`src/rtl/tt_pkg.sv`:
```
// -----------------------------------------------------------------------------
// tt_pkg
// Shared types and sizing for the truth-table sweeper.
//   tt_state_t : sweeper FSM state encoding
//   N_VEC      : number of input vectors swept (4-input block => 16)
//   IDX_W      : width of the vector index / dut_in
//   CNT_W      : width of the settle timer and of the mismatch counter
//                (5 bits so a full 16-vector miss count cannot overflow)
// -----------------------------------------------------------------------------
package tt_pkg;

    localparam int N_VEC = 16;
    localparam int IDX_W = 4;
    localparam int CNT_W = 5;

    typedef enum logic [1:0] {
        IDLE   = 2'd0,
        SETTLE = 2'd1,
        SAMPLE = 2'd2,
        DONE   = 2'd3
    } tt_state_t;

endpackage : tt_pkg

```
`src/rtl/tt_settle_timer.sv`:
```
// -----------------------------------------------------------------------------
// tt_settle_timer
// Down-counter that measures how long a vector has been held on the block
// under test. Loading presets it to SETTLE_CYCLES-1; each enabled cycle counts
// down; expired is the terminal-count compare (count == 0). With a preset of
// SETTLE_CYCLES-1, expired is seen in the SETTLE_CYCLES-th settle cycle.
//
// Ports:
//   clk      in   system clock, rising edge
//   rst_n    in   asynchronous active-low reset
//   load     in   preset the counter for a new vector
//   en       in   count down by one
//   expired  out  settle time has elapsed (terminal count reached)
// -----------------------------------------------------------------------------
module tt_settle_timer
    import tt_pkg::*;
#(
    parameter int SETTLE_CYCLES = 2
) (
    input  logic clk,
    input  logic rst_n,
    input  logic load,
    input  logic en,
    output logic expired
);

    localparam logic [CNT_W-1:0] PRESET = CNT_W'(SETTLE_CYCLES - 1);

    logic [CNT_W-1:0] cnt_q;

    always_ff @(posedge clk or negedge rst_n) begin
        if (!rst_n) begin
            cnt_q <= '0;
        end else if (load) begin
            cnt_q <= PRESET;
        end else if (en && (cnt_q != '0)) begin
            cnt_q <= cnt_q - CNT_W'(1);
        end
    end

    assign expired = (cnt_q == '0);

endmodule : tt_settle_timer

```
`src/rtl/truth_table_sweeper.sv`:
```
// -----------------------------------------------------------------------------
// truth_table_sweeper
// Drives all 16 input combinations into a 4-input combinational block, holds
// each for SETTLE_CYCLES cycles, samples the block output, and builds a 16-bit
// truth table that is compared against EXPECTED.
//
//   state  | meaning
//   -------+-----------------------------------------------------------
//   IDLE   | waiting for start; dut_in parked at 0; results held
//   SETTLE | vector idx on dut_in, waiting for the block to settle
//   SAMPLE | capture dut_out into table_out[idx], update miss tracking
//   DONE   | one-cycle done pulse; match reflects the finished sweep
//
// Ports:
//   clk          in   system clock, rising edge
//   rst_n        in   asynchronous active-low reset
//   start        in   sweep request, honoured only in IDLE
//   abort        in   cancel a running sweep (SETTLE/SAMPLE only)
//   dut_out      in   output of the block under test
//   dut_in       out  vector to the block, {a,b,c,d}, a = MSB
//   busy         out  sweep in progress (SETTLE or SAMPLE)
//   done         out  one-cycle pulse on normal completion
//   table_out    out  captured truth table, bit i = output for vector i
//   match        out  table_out == EXPECTED, valid from the done pulse on
//   mismatch_cnt out  number of bits differing from EXPECTED
//   first_fail   out  lowest failing vector index (0 if none)
//   fail_valid   out  at least one mismatch recorded
// -----------------------------------------------------------------------------
module truth_table_sweeper
    import tt_pkg::*;
#(
    parameter int              SETTLE_CYCLES = 2,
    parameter logic [N_VEC-1:0] EXPECTED     = 16'h6996
) (
    input  logic             clk,
    input  logic             rst_n,
    input  logic             start,
    input  logic             abort,
    input  logic             dut_out,
    output logic [IDX_W-1:0] dut_in,
    output logic             busy,
    output logic             done,
    output logic [N_VEC-1:0] table_out,
    output logic             match,
    output logic [CNT_W-1:0] mismatch_cnt,
    output logic [IDX_W-1:0] first_fail,
    output logic             fail_valid
);

    localparam logic [IDX_W-1:0] LAST_IDX = IDX_W'(N_VEC - 1);

    tt_state_t        state_q;
    tt_state_t        state_d;
    logic [IDX_W-1:0] idx_q;

    logic             timer_load;
    logic             timer_en;
    logic             timer_expired;

    logic             miss;
    logic [CNT_W-1:0] mismatch_cnt_next;

    tt_settle_timer #(
        .SETTLE_CYCLES (SETTLE_CYCLES)
    ) u_settle_timer (
        .clk     (clk),
        .rst_n   (rst_n),
        .load    (timer_load),
        .en      (timer_en),
        .expired (timer_expired)
    );

    // ---------------------------------------------------------------- FSM
    always_ff @(posedge clk or negedge rst_n) begin
        if (!rst_n) begin
            state_q <= IDLE;
        end else begin
            state_q <= state_d;
        end
    end

    always_comb begin
        state_d    = state_q;
        timer_load = 1'b0;
        timer_en   = 1'b0;
        unique case (state_q)
            IDLE: begin
                // abort is deliberately not looked at here, so start wins.
                if (start) begin
                    state_d    = SETTLE;
                    timer_load = 1'b1;
                end
            end
            SETTLE: begin
                if (abort) begin
                    state_d = IDLE;
                end else if (timer_expired) begin
                    state_d = SAMPLE;
                end else begin
                    timer_en = 1'b1;
                end
            end
            SAMPLE: begin
                if (abort) begin
                    state_d = IDLE;
                end else if (idx_q == LAST_IDX) begin
                    state_d = DONE;
                end else begin
                    state_d    = SETTLE;
                    timer_load = 1'b1;
                end
            end
            DONE: begin
                state_d = IDLE;
            end
            default: begin
                state_d = IDLE;
            end
        endcase
    end

    // ------------------------------------------------- capture and compare
    assign miss              = (dut_out != EXPECTED[idx_q]);
    assign mismatch_cnt_next = mismatch_cnt + CNT_W'(miss);

    always_ff @(posedge clk or negedge rst_n) begin
        if (!rst_n) begin
            idx_q        <= '0;
            table_out    <= '0;
            match        <= 1'b0;
            mismatch_cnt <= '0;
            first_fail   <= '0;
            fail_valid   <= 1'b0;
        end else begin
            unique case (state_q)
                IDLE: begin
                    if (start) begin
                        idx_q        <= '0;
                        table_out    <= '0;
                        match        <= 1'b0;
                        mismatch_cnt <= '0;
                        first_fail   <= '0;
                        fail_valid   <= 1'b0;
                    end
                end
                SAMPLE: begin
                    // An abort in the sample cycle discards this vector.
                    if (!abort) begin
                        table_out[idx_q] <= dut_out;
                        if (miss) begin
                            mismatch_cnt <= mismatch_cnt_next;
                            if (!fail_valid) begin
                                first_fail <= idx_q;
                                fail_valid <= 1'b1;
                            end
                        end
                        // match is resolved from the final count on the way
                        // into DONE so it is already valid while done is high.
                        if (idx_q == LAST_IDX) begin
                            match <= (mismatch_cnt_next == '0);
                        end else begin
                            idx_q <= idx_q + IDX_W'(1);
                        end
                    end
                end
                default: begin
                end
            endcase
        end
    end

    // All outputs below derive from registers only; dut_out never reaches
    // an output combinationally.
    assign busy   = (state_q == SETTLE) || (state_q == SAMPLE);
    assign done   = (state_q == DONE);
    assign dut_in = busy ? idx_q : '0;

endmodule : truth_table_sweeper

```
`config.mk`:
```
export PLATFORM = sky130hd
export DESIGN_NAME = truth_table_sweeper
export DESIGN_NICKNAME = d
export VERILOG_FILES = /design/src/rtl/tt_pkg.sv /design/src/rtl/tt_settle_timer.sv /design/src/rtl/truth_table_sweeper.sv
export SDC_FILE = /design/constraint.sdc
export NUM_CORES = 1
export LEC_CHECK = 0
export BUFFER_PORTS_ARGS = -buffer_cell sky130_fd_sc_hd__buf_2
export CORE_ASPECT_RATIO = 0.75
export CORE_UTILIZATION = 59
export CTS_CLUSTER_SIZE = 10
export DETAILED_ROUTE_END_ITERATION = 8
export PLACE_DENSITY_LB_ADDON = 0.2
export SLEW_MARGIN = 10
export SYNTH_ARGS = -nofsm -noshare
export SYNTH_HDL_FRONTEND = slang
export SYNTH_SLANG_ARGS = --single-unit
```
`constraint.sdc`:
```
create_clock -name clk -period 6.3 [get_ports clk]
set_input_delay 1.26 -clock clk [delete_from_list [all_inputs] [get_ports clk]]
set_output_delay 1.26 -clock clk [all_outputs]
set_load 0.03 [all_outputs]
```
Word-level counts from Yosys, hierarchy flattened
Memory sizes are Yosys's and may differ from the RTL's.
Cells that the tools add are included.
{"block": "classes", "add_sub_neg": 3, "n_mul": 0, "div": 0, "magnitude_cmp": 2, "n_eq_ne": 12, "n_shift": 0, "muxes": 42, "bitwise": 0, "n_reduce_logical": 15}
{"operator": "$mux 16", "n": 2}
{"operator": "$pmux 16 s2", "n": 1}
{"operator": "$mux 4", "n": 7}
{"operator": "$mux 5", "n": 5}
{"operator": "$bwmux 16", "n": 1}
{"operator": "$pmux 4 s2", "n": 2}
{"operator": "$mux 1", "n": 13}
{"operator": "$ne 2x2->1 const B", "n": 6}
{"operator": "$reduce_and 4->1", "n": 3}
{"operator": "$logic_not 5->1", "n": 2}
{"operator": "$mux 2", "n": 5}
{"operator": "$pmux 5 s2", "n": 1}
{"operator": "$pmux 2 s4", "n": 1}
{"operator": "$pmux 1 s2", "n": 3}
{"operator": "$add 5x1->5", "n": 1}
{"operator": "$lt 4x5->1 const B", "n": 1}
{"operator": "$reduce_and 5->1", "n": 1}
{"operator": "$reduce_bool 5->1", "n": 1}
{"operator": "$sub 5x1->5 const B", "n": 1}
{"operator": "$add 4x1->4 const B", "n": 1}
{"operator": "$demux 1 s4", "n": 1}
{"operator": "$eq 2x2->1 const B", "n": 2}
{"operator": "$eq 4x4->1 const B", "n": 1}
{"operator": "$ge 4x1->1 const B", "n": 1}
{"operator": "9 further kinds", "n": 11}
{"block": "word_totals", "register_bits": 38, "latchBits": 0, "ramBits": 0, "mem_bits_ro": 16, "inputBits": 5, "out_inout_bits": 33, "elab_cells": 83, "memories": 1}
{"memory": "(no name shown)", "words": 16, "width": 1, "rd": 1, "rd_clocked_by_memory_dff": 0, "write_ports": 0, "line_no": "truth_table_sweeper.sv:123", "rtl": "assign miss = (dut_out != EXPECTED[idx_q]);"}

Depth between registers and ports, before layout
{"block": "depth", "word_depth": 8, "ltp_mapped": 10, "ltp_nobuf": 10}

Hierarchy
Synthesis repeated with hierarchy kept, for this count alone.
{"block": "hier_totals", "cells_unflattened": 209, "area_unflattened_um2": 2104.5}
{"mod": "truth_table_sweeper", "n_inst": 1, "cells_per_inst": 185, "area_per_inst_um2": 1853.0, "seq_area_each_um2": 825.8}
{"mod": "tt_settle_timer", "n_inst": 1, "cells_per_inst": 24, "area_per_inst_um2": 251.5, "seq_area_each_um2": 125.1}

Least setup slack after synthesis
Ideal clock, no wire load.
{"block": "synth_path", "path_type": "input-to-reg", "startpoint": "in dut_out", "endpoint": "reg match", "setup_ns": 0.110, "arrival_time_ns": 2.862, "required_time_ns": 6.190, "slack_ns": 3.328, "path_stages": 9, "n_path_buf": 1, "path_cell_list": "buf_2 xor2_1 xnor2_2 ha_1 ha_1 nor2b_1 nor4_1 nand2_1 o41ai_1"}
{"block": "synth_via", "elab_chain_len": 6}
{"element": "start, declared", "line_no": "truth_table_sweeper.sv:39", "rtl": "input logic dut_out,"}
{"element": "$ne 1x1->1", "line_no": "truth_table_sweeper.sv:123"}
{"element": "$add 5x1->5", "line_no": "truth_table_sweeper.sv:124", "rtl": "assign mismatch_cnt_next = mismatch_cnt + CNT_W'(miss);"}
{"element": "$logic_not 5->1", "line_no": "truth_table_sweeper.sv:160", "rtl": "match <= (mismatch_cnt_next == '0);"}
{"element": "$mux 1", "line_no": "truth_table_sweeper.sv:159", "rtl": "if (idx_q == LAST_IDX) begin"}
{"element": "$mux 1", "line_no": "truth_table_sweeper.sv:148", "rtl": "if (!abort) begin"}
{"element": "$pmux 1 s2", "line_no": "truth_table_sweeper.sv:135", "rtl": "unique case (state_q)"}
{"element": "end signal, assigned", "line_no": "truth_table_sweeper.sv:160"}
{"element": "end, declared", "line_no": "truth_table_sweeper.sv:44", "rtl": "output logic match,"}
No other way between the ends. The select of a mux whose other input is x is not followed.
A chain may end at the register's enable or synchronous reset.

Final worst setup path
Ends and elaborated chain as after synthesis.

==> impl_metrics.csv <==
group,metric,value,unit
sta,max-slew-margin-rel,44.15,%
layout,multi_input_area,0.001057,mm^2
sta,hold_violations,0,
worst_setup_path,crit_required,6.47,ns
logic_synthesis,syn_nets,234,
clock_tree,clk_latency,0.28,ns
die,die-area,0.003784,mm^2
global_routing,grt_use_total,24.48,%
route,wl_per_cell,14.80,um
worst_setup_path,worstPathCellList,"buf_2 -> xor2_1 -> xnor2_2 -> ha_1 -> ha_1 -> nor4_1 -> nand2_1 -> o41ai_1",
worst_setup_path,ff2ff_setup_slack,3.61,ns
pwr,powerDensity,339.9,mW/mm^2
sta,worst_slack,3.411,ns
logic_synthesis,syn_area_per_cell,9.623,um^2
worst_setup_path,crit_arrival,3.06,ns
sta,fin_crit,2.889,ns
outcome,status,"complete, but fails checks",
place,routabilityCongestion,0.7778,
global_routing,grt_max_degree,39,
place,hpwl,3.096,mm
logic_synthesis,synth_cell_types,39,
logic_synthesis,ys_seq_area_share,45.54,%
route,ant_nets,0,
sta,worstMarginPinSlew,0.8378,ns
sta,holdWs,0.5071,ns
layout,layout_commonest_cell,"dfrtp_1",
outcome,violations,"design-rule violations",
sta,slew_viol_final,0,
hold_path,hp-class,"register to register",
job,drv_cap,0,
pwr,ir_drop,0.2960,mV
route,vias,1705,
clock_tree,post_cts_buffers,0,
place,pre_cts_ws,3.146,ns
route,viasPerCell,5.819,
sta,timing.fmax,0.3462,GHz
layout,final_cell_mix,"dfrtp_1, buf_2, o21ai_0",
sta,setup_viol,0,
layout,syn2layout_area_growth,13.78,%
logic_synthesis,ys_ff_latch,38,
layout,fin_nets,269,
sta,fin_tns_setup,0,ns
logic_synthesis,yosys_warnings,0,
die,start_util,62.65,%
worst_setup_path,crit_slowest_cell,"xnor2_2",
die,rows,18,
die,io_pins,38,
layout,fillCellCount,271,
layout,final-seq-area,950.9,um^2
clock_tree,ctsResizeCount,0,
die,core,0.003333,mm^2
route,dr.first_iter.drc_count,153,
global_routing,gr-total-overflow,0,
place,portBuffers,37,
clock_tree,clock_sinks,38,
sta,rsz0062_at_grt,"false",
clock_tree,tritoncts,"yes",
clock_tree,cts_buffer_depth,2,
die,die_h,53.52,um
route,wl,4.336,mm
clock_tree,path_clk_slew,0.07,ns
logic_synthesis,syn_area,0.002088,mm^2
worst_setup_path,crit_path_end_kind,"register",
pwr,total_power,0.8076,mW
clock_tree,cts_root_buf,"clkbuf_8",
global_routing,grt_pass1_vias,1453,
worst_setup_path,path_common_cell,"ha_1",
pwr,leakage,1.210,nW
die,die_x,70.70,um
layout,final_layout_size_suffix_gt1_share,19.76,%
global_routing,antenna_found_initial,0,
logic_synthesis,synthesis.instances,217,
sta,finalCritPeriodShare,45.85,%
sta,finalClockSkew,0.004259,ns
layout,diodes,0,
worst_setup_path,critPathMaxFanout,10,
global_routing,grt_pass1_wl,7.072,mm
route,first_pass_iters,6,
route,route.detailed.drc,4,
worst_setup_path,crit_type,"primary input to register",
worst_setup_path,slowest_delay,0.38,ns
clock_tree,cts_hold_buf,0,
clock_tree,cts_buffers,5,
worst_setup_path,worstSetupStartpointType,"primary input",
clock_tree,cts-htree-levels,2,
[cell type report]
type,instances,share of cell area [%]
Multi-Input combinational cell,160,44.50
Sequential cell,38,40.02
Timing Repair Buffer,38,8.110
Clock buffer,7,3.633
Tap cell,40,2.106
Inverter,9,1.422
Clock inverter,1,0.2106
[state kept, by name, summed over array words and instances, names as in the netlist]
| signal | flops |
|---|---|
| mismatch_cnt | 5 |
| table_out | 16 |
| idx_q | 4 |
| first_fail | 4 |
| fail_valid | 1 |
| state_q | 2 |
| u_settle_timer.cnt_q | 5 |
| match | 1 |
[final timing paths]
check                              from               to  cells after the start
setup / recovery                dut_out            match                      8
hold / removal             table_out[8]     table_out[8]                      2
setup reg to reg               idx_q[0]            match                      9
hold reg to reg            table_out[8]     table_out[8]                      2
max in group asynchronous         rst_n     table_out[6]                      1
min in group asynchronous         rst_n  mismatch_cnt[4]                      1
[power breakdown]
part / total (mW) / internal, mW / switching (mW)
logic: 0.347 / 0.115 / 0.232
registers: 0.294 / 0.269 / 0.0243
clock network: 0.167 / 0.0882 / 0.0788
[cell usage after synthesis, drive strengths merged]
| library cell | instances | area (um^2) |
|---|---|---|
| dfrtp | 38 | 950.9 |
| o21ai | 24 | 120.1 |
| nand2 | 17 | 63.81 |
| nand3 | 16 | 80.08 |
| ha | 12 | 150.1 |
| nor2 | 10 | 37.54 |
| a21boi | 9 | 67.56 |
| inv | 9 | 33.78 |
| and3 | 8 | 50.05 |
| clkbuf | 8 | 30.03 |
| nor2b | 8 | 50.05 |
| and2 | 7 | 46.30 |
| a21oi | 5 | 25.02 |
| xnor2 | 5 | 51.30 |
| xor2 | 5 | 43.79 |
| a211oi | 4 | 30.03 |
| a22o | 4 | 35.03 |
| o22ai | 4 | 25.02 |
| a32o | 2 | 20.02 |
| a41o | 2 | 20.02 |
| buf | 2 | 16.26 |
| nor3 | 2 | 10.01 |
| o211ai | 2 | 15.01 |
| o41ai | 2 | 17.52 |
| or2 | 2 | 12.51 |
| a211o | 1 | 8.760 |
| a221o | 1 | 10.01 |
| a31oi | 1 | 6.260 |
| and3b | 1 | 8.760 |
| nand4 | 1 | 6.260 |
| nor4 | 1 | 6.260 |
| o311ai | 1 | 8.760 |
| o32a | 1 | 10.01 |
| or4 | 1 | 7.510 |
| or4b | 1 | 13.76 |
[cells by family (layout without fill, tap and decap cells)]
family          count (synthesis)  in the layout  share of synthesized area (%)
simple gates                   75             75                          18.81
buf+inv                        19             55                          3.834
fa+ha+maj                      12             12                          7.190
compound gates                 63             63                          20.07
xor+xnor                       10             10                          4.554
flops                          38             38                          45.54
[metrics by stage]
stage	utilization [%]	instances	instance area, um^2
floorplan	-	217	2088
global placement	68.54	285	2285
detailed placement	68.54	285	2285
CTS	71.28	293	2376
global route	71.28	293	2376
finish	71.28	293	2376
[metal layers]
| metal | up-vias | global-route usage (%) | part of all wire (%) |
|---|---|---|---|
| met5 | - | 0 | 0 |
| met4 | 0 | 2.000 | 0.18 |
| met3 | 2 | 6.476 | 5.4 |
| met2 | 51 | 37.18 | 43 |
| met1 | 805 | 36.59 | 52 |
| li1 | 847 | - | - |
[worst max-delay path: cells and delay by family]
family	cells	cell delay, ns
buffers and inverters	1	0.14
AOI/OAI and AO/OA	1	0.24
and+or+nand+nor	2	0.37
xor gates and xnor gates	2	0.56
adders and majority gates	2	0.48
Note: power is estimated with default switching activity, not from simulation.
